**src/rtl/pc_seq_pkg.sv**
```systemverilog
// pc_sequencer shared types: FSM state, width/vector defaults, alignment mask.
// Optional feature macro: PC_SEQ_PERF_EN (adds redirect_cnt).
package pc_seq_pkg;

    localparam int          XLEN_DEF         = 64;
    localparam int          INSTR_BYTES_DEF  = 4;
    localparam logic [63:0] RESET_VECTOR_DEF = 64'h0;
    localparam logic [1:0]  ALIGN_MASK       = 2'b11;

    typedef enum logic [1:0] {
        BOOT,
        RUN,
        REDIRECT,
        HALT
    } seq_state_e;

    function automatic logic is_misaligned(input logic [1:0] lsb);
        return |(lsb & ALIGN_MASK);
    endfunction

endpackage

```
**src/rtl/pc_seq_if.sv**
```systemverilog
// Request/response bundle between the pipeline control and pc_sequencer.
// Optional feature macro: PC_SEQ_PERF_EN (adds redirect_cnt).
interface pc_seq_if #(
    parameter int XLEN = 64
);

    logic            stall;
    logic            imem_ready;
    logic            branch_taken;
    logic [XLEN-1:0] branch_target;
    logic            trap_req;
    logic [XLEN-1:0] trap_vector;
    logic            halt;

    logic [XLEN-1:0] pc_next;
    logic            fetch_valid;
    logic            flush;
    logic            misalign;
`ifdef PC_SEQ_PERF_EN
    logic [31:0]     redirect_cnt;
`endif

    modport master (
        output stall,
        output imem_ready,
        output branch_taken,
        output branch_target,
        output trap_req,
        output trap_vector,
        output halt,
        input  pc_next,
        input  fetch_valid,
        input  flush,
        input  misalign
`ifdef PC_SEQ_PERF_EN
        , input redirect_cnt
`endif
    );

    modport slave (
        input  stall,
        input  imem_ready,
        input  branch_taken,
        input  branch_target,
        input  trap_req,
        input  trap_vector,
        input  halt,
        output pc_next,
        output fetch_valid,
        output flush,
        output misalign
`ifdef PC_SEQ_PERF_EN
        , output redirect_cnt
`endif
    );

endinterface

```
**src/rtl/pc_target_mux.sv**
```systemverilog
// Redirect priority select (trap over branch) with target alignment
// and misalign detection. Purely combinational.
module pc_target_mux
    import pc_seq_pkg::*;
#(
    parameter int XLEN = XLEN_DEF
) (
    input  logic            trap_req,
    input  logic            trap_en,
    input  logic [XLEN-1:0] trap_vector,
    input  logic            branch_taken,
    input  logic            branch_en,
    input  logic [XLEN-1:0] branch_target,
    output logic            redirect,
    output logic [XLEN-1:0] target,
    output logic            misalign
);

    logic [XLEN-1:0] raw;

    always_comb begin
        redirect = 1'b0;
        raw      = '0;
        if (trap_req && trap_en) begin
            redirect = 1'b1;
            raw      = trap_vector;
        end else if (branch_taken && branch_en) begin
            redirect = 1'b1;
            raw      = branch_target;
        end
        target   = {raw[XLEN-1:2], raw[1:0] & ~ALIGN_MASK};
        misalign = redirect && is_misaligned(raw[1:0]);
    end

endmodule

```
**src/rtl/pc_sequencer.sv**
```systemverilog
// Next-PC controller for the fetch stage: sequential advance, hold, redirect.
// Optional feature macro: PC_SEQ_PERF_EN (saturating redirect_cnt).
module pc_sequencer
    import pc_seq_pkg::*;
#(
    parameter int              XLEN         = XLEN_DEF,
    parameter logic [XLEN-1:0] RESET_VECTOR = XLEN'(RESET_VECTOR_DEF),
    parameter int              INSTR_BYTES  = INSTR_BYTES_DEF
) (
    input logic     clk,
    input logic     reset,
    pc_seq_if.slave bus
);

    seq_state_e      state_q;
    seq_state_e      state_d;
    logic [XLEN-1:0] pc_q;
    logic [XLEN-1:0] pc_d;
    logic            fv_q;
    logic            flush_q;
    logic            mis_q;
    logic            mis_d;

    logic            redir;
    logic [XLEN-1:0] redir_target;
    logic            redir_mis;

    // Branches only count from RUN: in REDIRECT their source is being
    // flushed, in HALT they are ignored. Traps are honoured after BOOT.
    pc_target_mux #(
        .XLEN (XLEN)
    ) u_mux (
        .trap_req      (bus.trap_req),
        .trap_en       (state_q != BOOT),
        .trap_vector   (bus.trap_vector),
        .branch_taken  (bus.branch_taken),
        .branch_en     (state_q == RUN),
        .branch_target (bus.branch_target),
        .redirect      (redir),
        .target        (redir_target),
        .misalign      (redir_mis)
    );

    always_comb begin
        state_d = state_q;
        pc_d    = pc_q;
        mis_d   = 1'b0;
        if (redir) begin
            state_d = REDIRECT;
            pc_d    = redir_target;
            mis_d   = redir_mis;
        end else begin
            unique case (state_q)
                BOOT: state_d = RUN;
                RUN: begin
                    if (bus.halt) begin
                        state_d = HALT;
                    end else if (!bus.stall && bus.imem_ready) begin
                        pc_d = pc_q + XLEN'(INSTR_BYTES);
                    end
                end
                REDIRECT: state_d = RUN;
                HALT:     state_d = HALT;
                default:  state_d = BOOT;
            endcase
        end
    end

    always_ff @(posedge clk or negedge reset) begin
        if (!reset) begin
            state_q <= BOOT;
            pc_q    <= RESET_VECTOR;
            fv_q    <= 1'b0;
            flush_q <= 1'b0;
            mis_q   <= 1'b0;
        end else begin
            state_q <= state_d;
            pc_q    <= pc_d;
            fv_q    <= (state_d == RUN);
            flush_q <= (state_d == REDIRECT);
            mis_q   <= mis_d;
        end
    end

    assign bus.pc_next     = pc_q;
    assign bus.fetch_valid = fv_q;
    assign bus.flush       = flush_q;
    assign bus.misalign    = mis_q;

`ifdef PC_SEQ_PERF_EN
    logic [31:0] cnt_q;

    always_ff @(posedge clk or negedge reset) begin
        if (!reset) begin
            cnt_q <= '0;
        end else if (redir && (cnt_q != '1)) begin
            cnt_q <= cnt_q + 32'd1;
        end
    end

    assign bus.redirect_cnt = cnt_q;
`endif

endmodule

```
**src/flat_wrapper.sv**
```systemverilog
// flat-port wrapper written by rule: the top's interface ports become plain ports
module pc_sequencer_flat import pc_seq_pkg::*;
#(
    parameter int              XLEN         = XLEN_DEF,
    parameter logic [XLEN-1:0] RESET_VECTOR = XLEN'(RESET_VECTOR_DEF),
    parameter int              INSTR_BYTES  = INSTR_BYTES_DEF
)
  (clk, reset, bus_stall, bus_imem_ready, bus_branch_taken, bus_branch_target, bus_trap_req, bus_trap_vector, bus_halt, bus_pc_next, bus_fetch_valid, bus_flush, bus_misalign);
  pc_seq_if #(.XLEN(XLEN)) bus_i ();
  input logic clk;
  input logic reset;
  input wire logic [$bits(bus_i.stall)-1:0] bus_stall;
  input wire logic [$bits(bus_i.imem_ready)-1:0] bus_imem_ready;
  input wire logic [$bits(bus_i.branch_taken)-1:0] bus_branch_taken;
  input wire logic [$bits(bus_i.branch_target)-1:0] bus_branch_target;
  input wire logic [$bits(bus_i.trap_req)-1:0] bus_trap_req;
  input wire logic [$bits(bus_i.trap_vector)-1:0] bus_trap_vector;
  input wire logic [$bits(bus_i.halt)-1:0] bus_halt;
  output wire logic [$bits(bus_i.pc_next)-1:0] bus_pc_next;
  output wire logic [$bits(bus_i.fetch_valid)-1:0] bus_fetch_valid;
  output wire logic [$bits(bus_i.flush)-1:0] bus_flush;
  output wire logic [$bits(bus_i.misalign)-1:0] bus_misalign;
  assign bus_i.stall = bus_stall;
  assign bus_i.imem_ready = bus_imem_ready;
  assign bus_i.branch_taken = bus_branch_taken;
  assign bus_i.branch_target = bus_branch_target;
  assign bus_i.trap_req = bus_trap_req;
  assign bus_i.trap_vector = bus_trap_vector;
  assign bus_i.halt = bus_halt;
  assign bus_pc_next = bus_i.pc_next;
  assign bus_fetch_valid = bus_i.fetch_valid;
  assign bus_flush = bus_i.flush;
  assign bus_misalign = bus_i.misalign;
  pc_sequencer #(.XLEN(XLEN), .RESET_VECTOR(RESET_VECTOR), .INSTR_BYTES(INSTR_BYTES)) u_core (.clk(clk), .reset(reset), .bus(bus_i));
endmodule
```
**config.mk**
```make
export PLATFORM = sky130hd
export DESIGN_NAME = pc_sequencer_flat
export DESIGN_NICKNAME = d
export VERILOG_FILES = /design/src/rtl/pc_seq_pkg.sv /design/src/rtl/pc_seq_if.sv /design/src/rtl/pc_target_mux.sv /design/src/rtl/pc_sequencer.sv /design/src/flat_wrapper.sv
export SDC_FILE = /design/constraint.sdc
export NUM_CORES = 1
export LEC_CHECK = 0
export ABC_AREA = 1
export CELL_PAD_IN_SITES_DETAIL_PLACEMENT = 0
export CELL_PAD_IN_SITES_GLOBAL_PLACEMENT = 1
export CORE_MARGIN = 4
export CORE_UTILIZATION = 31
export DETAILED_ROUTE_END_ITERATION = 16
export PLACE_DENSITY = 0.95
export SLEW_MARGIN = 20
export SYNTH_ARGS = -nofsm -noshare
export SYNTH_HDL_FRONTEND = slang
export SYNTH_SLANG_ARGS = --single-unit
```
**constraint.sdc**
```tcl
create_clock -name clk -period 2.45 [get_ports clk]
set_clock_uncertainty 0.1 [all_clocks]
set_input_delay 0.245 -clock clk [delete_from_list [all_inputs] [get_ports clk]]
set_output_delay 0.245 -clock clk [all_outputs]
set_load 0.005 [all_outputs]
```
-- After elaboration in Yosys (flattened, before gate mapping)
Index checks and enable logic that the tools add are counted.
- bits in registers: 69
- bits of input ports: 135
- output and inout bits: 67
- eq/ne operators: 6
- muxes and demuxes: 12
- add/subtract/negate cells: 1
- reductions and logical operators: 12
- operator list (kind ; number):
    2-to-1 mux 64 bit ; 6
    adder 64 x 3 -> 64 bit, second input constant ; 1
    equality test 2 bit, second input constant ; 3
    case mux 2 bit (3 select lines) ; 1
    nonzero test 2 bit ; 3
    equality test 2 x 1 -> 1 bit, second input constant ; 2
    logical AND 1 bit ; 4
    2-to-1 mux 2 bit ; 2
    OR reduction 2 bit ; 2
    2-to-1 mux 1 bit ; 3
    AND reduction 3 bit ; 1
    logical NOT 2 bit ; 1
    != test 2 x 1 -> 1 bit, second input constant ; 1
    logical NOT 1 bit ; 1

-- Depth between registers and ports, before layout
- depth after elaboration: 7
- gate-level depth with buffers: 11

-- Hierarchy
A second synthesis with hierarchy kept.
- cell total of the unflattened synthesis: 955
- area total of the unflattened synthesis: 6037.0 um2
- by module, submodules not included (module ; sequential area each (um2) ; cells an instance ; times used ; area each (um2)):
    pc_sequencer ; 1726.7 ; 736 ; 1 ; 4979.8
    pc_target_mux ; 0.0 ; 219 ; 1 ; 1057.3

-- Least setup slack after synthesis
Ideal clock, no wire load.
- path kind: flip-flop to flip-flop
- start: register u_core.pc_q[3], in the netlist u_core.bus.pc_next[3]
- end: register u_core.pc_q[54], in the netlist u_core.bus.pc_next[54]
- slack: 687 ps
- arrival time: 1546 ps
- library setup time: 116 ps
- data required time: 2234 ps
- stages on the path, launching flop included: 11
- cells stage by stage: dfrtp_1 > ha_1 > inv_1 > nor2_1 > nand2_2 > nor2_4 > nand2_1 > o21ai_0 > nand3_1 > nand2_1 > nand2_1
- word-level cells in the longest chain between the ends: 5
- RTL lines (item ; RTL line ; RTL):
    start: declaration ; pc_sequencer.sv:17 ; logic [XLEN-1:0] pc_q;
    start signal: assignment ; pc_sequencer.sv:78 ; pc_q <= pc_d;
    adder 64 x 3 -> 64 bit ; pc_sequencer.sv:59 ; pc_d = pc_q + XLEN'(INSTR_BYTES);
    2-to-1 mux 64 bit ; pc_sequencer.sv:58 ; end else if (!bus.stall && bus.imem_ready) begin
    2-to-1 mux 64 bit ; pc_sequencer.sv:56 ; if (bus.halt) begin
    2-to-1 mux 64 bit ; pc_sequencer.sv:53 ; unique case (state_q)
    2-to-1 mux 64 bit ; pc_sequencer.sv:48 ; if (redir) begin
Every way passes these cells. The select of a mux whose other input is x is not followed.
A chain may end at the register's enable or synchronous reset.

-- Worst setup path after layout
- start: register u_core.pc_q[3], in the netlist u_core.bus.pc_next[3]
- end: register u_core.pc_q[34], in the netlist u_core.bus.pc_next[34]
Same word-level chain as after synthesis.

==> metrics <==
outcome=finished clean; first-pass GRT wire length=about 40 mm; most frequent cell after synthesis=sky130_fd_sc_hd__nand2_1; layout overhead on the synthesized area=42.99%; largest fanout on the critical path=8; Switching Fraction=just over 40%; leading register cell type out of synthesis=sky130_fd_sc_hd__dfrtp_1; sequential element share of the synthesized area=between 20% and 30%; proportion of power drawn by flip-flops and latches=a little over a third; maximum count of clock buffers along a single path=2; count of endpoints failing setup in the final report=0; internal power component=approximately 3.3 mW; wire length on met3=approximately 1.7 mm; TritonCTS clock tree=yes; antenna-violating nets left=0; placement row count=50; overflow left after global routing=0; Register-to-Register Path Depth=9; Clk Tree Root Cell=sky130_fd_sc_hd__clkbuf_16; floorplan die area=between 20000 and 25000 um2; Reg area=around 1700 um2; share of flip-flops with an asynchronous set or reset=between 90% and 100%; Post-Route Setup TNS=0 ns; Data required, critical path=~2.6 ns; worst flop-to-flop path startpoint=u_core.bus.pc_next[3]; share of the clock period used by the worst path after layout=between 80% and 90%; pwr/cell area=between 600 and 700 nW/um2; max cap viols=0; final hold slack=between 0.3 and 0.4 ns; highest ir drop seen on vdd=~0.35 mV; vias per cell=between 4 and 5; routed wire length per instance=16.04 um; Worst path top cell family by delay=simple AND/OR/NAND/NOR gates; sequence of cells on the critical path=ha_1 > inv_1 > nor2_1 > nand2_2 > nor2_4 > nand2_1 > xor2_1 > o21bai_1 > nand2_1; leakage power total=just over 4 nW; routed length on met1=around 11 mm; IO Port Bufs=about 200; leading cell types by count after synthesis=sky130_fd_sc_hd__nand2_1 (447), sky130_fd_sc_hd__nor2_1 (164), sky130_fd_sc_hd__nand3_1 (136); layout cell share with drive strength beyond 1=3.597%; DIE HEIGHT=between 100 and 150 um; Switch Pwr=between 2 and 2.5 mW; flop2flop setup slack=around 0.33 ns; number of antenna repair diodes=0; final non-filler cell area=8598 um2; cell with the largest stage delay on the worst path=sky130_fd_sc_hd__dfrtp_1; die width=about 150 um; detailed-route DRC error count=0; number of max-slew violations in the final report=0; number of warnings issued by yosys=0; critical path data arrival time=around 2.3 ns; antenna violations before repair=0; clk slew on worst S/H paths=0.06 ns; crit-path most repeated cell=sky130_fd_sc_hd__nand2_1; clock power share=roughly 22%; via count of the first global-routing pass=a little over 7000; total I/O pin count=roughly 200; GRT Resource Usage Total=22.65%; number of detailed-route iterations in the first pass=6; cells taking the most area after synthesis=sky130_fd_sc_hd__nand2_1 (28%), sky130_fd_sc_hd__dfrtp_1 (28%), sky130_fd_sc_hd__nand3_1 (11%), sky130_fd_sc_hd__nor2_1 (10%), sky130_fd_sc_hd__inv_1 (7.2%); cell taking the most area after synthesis=sky130_fd_sc_hd__nand2_1; minimum clock period=about 2.1 ns; RSZ-0062 raised after global routing=no; total routed wirelength=between 20 and 25 mm; topmost layer with routed signal wires=met4; post-synthesis sequential element count=67; Worst Hold Class=in2async; synthesized instance count=about 1100; Peak Freq=472.5 MHz; Final Core Density=45.51%; insertion delay of the later-clocked pin in the worst-skew pair=about 0.35 ns; post-synth cell types=38; critical setup path kind=reg2reg; combinational share of power=42.6%; Filler Cells Inserted=between 2000 and 2500; H-tree levels=3; placed instance area=around 8300 um2; Clock Sinks=between 60 and 70; multi-input combinational cell area=roughly 3700 um2; top cell type's share of synthesized area=around 28%; mean area per synthesized cell=~5.5 um2; startpoint types=flip-flop; Detail Route met2 WL=~11 mm; HPWL Detailed=between 15 and 20 mm; cell area after synthesis=roughly 6000 um2; effective utilization at floorplan=31.83%; core area=between 15000 and 20000 um2; total buffers and inverters traversed by the critical path=1; post-layout net count=around 1400; Crit Reg-Reg Endpoint=u_core.bus.pc_next[34]; number of buffers inserted by post-CTS setup repair=0; maximum cell stage delay along the critical path=0.41 ns; initial detailed-routing violation count=636; element type at the critical path end=flip-flop; number of synthesized flops with an enable pin=0; number of hold violations in the final report=0; maximum number of pins on one net before global-route repair=68; global placer's final weighted congestion=approximately 0.98; number of buffers inserted during clock tree synthesis=9; via count=roughly 7400
worst max-delay path by stage:
stage	cells after the start	to	slack, ns	start
floorplan	10	u_core.bus.pc_next[54]	0.69	u_core.bus.pc_next[3]
global placement	8	u_core.bus.pc_next[60]	0.37	bus_trap_req
detailed placement	8	u_core.bus.pc_next[25]	0.34	bus_trap_req
CTS	9	u_core.bus.pc_next[34]	0.35	u_core.bus.pc_next[3]
global route	9	u_core.bus.pc_next[34]	0.12	u_core.bus.pc_next[3]
finish	9	u_core.bus.pc_next[34]	0.33	u_core.bus.pc_next[3]
state kept, by name (all words and copies together), names as in the netlist:
signal / cells
u_core.bus.flush: 1
u_core.bus.pc_next: 62
u_core.bus.fetch_valid: 1
u_core.state_q: 2
u_core.bus.misalign: 1
area by class of cell:
cell class / instances / area share, %
repair buffers: 216 / 25.20
flip-flops and latches: 67 / 19.50
multi-input cells: 861 / 43.04
inverters: 119 / 5.195
clock inverters: 5 / 0.4511
clock buffers: 11 / 2.823
well taps: 260 / 3.783
tightest hold or removal path, stage by stage:
cell and delay, ns:
sky130_fd_sc_hd__dlygate4sd3_1 0.52, sky130_fd_sc_hd__buf_2 0.12, sky130_fd_sc_hd__buf_12 0.33
timing repair:
action | CTS | global route
endpoints found under the hold margin | 67 | 0
resized for setup | 0 | 0
hold buffers | 1 | 0
placed cells by master (no fill, tap or decap), types with 9 or more instances in the layout:
cell type,netlist,routed
sky130_fd_sc_hd__nand3_1,136,136
sky130_fd_sc_hd__o21ai_0,27,27
sky130_fd_sc_hd__dfrtp_1,67,67
sky130_fd_sc_hd__buf_4,5,12
sky130_fd_sc_hd__clkbuf_16,0,9
sky130_fd_sc_hd__nand4_1,16,16
sky130_fd_sc_hd__inv_1,115,115
sky130_fd_sc_hd__nand2_1,447,447
sky130_fd_sc_hd__nor3_1,12,12
sky130_fd_sc_hd__a21oi_1,11,11
sky130_fd_sc_hd__clkdlybuf4s50_1,0,198
sky130_fd_sc_hd__nor2_1,164,164
routing by layer:
metal | track usage (%) | up-vias
met3 | 3.917 | 36
li1 | - | 3777
met2 | 37.07 | 255
met1 | 30.33 | 3367
met4 | 7.596 | 0
met5 | 0 | -
power by group through the flow:
stage          Clock (mW)  Sequential [mW]  Combinational (mW)
2_1_floorplan           0             1.77                1.18
3_3_place_gp            0             1.96                2.39
3_5_place_dp            0             1.96                2.41
4_1_cts              1.26             1.95                2.42
5_1_grt              1.32             2.01                2.69
6_report             1.26             1.97                2.39
logic make-up (layout without fill, tap and decap cells):
logic type	after synthesis	after routing	synth area share (%)
adders and majority gates	1	1	0.2080
buffers and inverters	158	351	10.63
and+or+nand+nor	787	787	53.77
AOI/OAI and AO/OA	62	62	6.138
other	1	2	0.06236
xor gates and xnor gates	9	9	1.311
DFF	67	67	27.88
metrics by stage:
stage	power (mW)	cells	setup slack, ns
after detailed placement	4.368	1522	0.3383
after CTS	5.630	1539	0.3481
after global placement	4.343	1522	0.3723
after floorplan	2.952	1086	0.6873
after global routing	6.025	1539	0.1184
final	5.615	1539	0.3337
(Power assumes the default switching activity.)
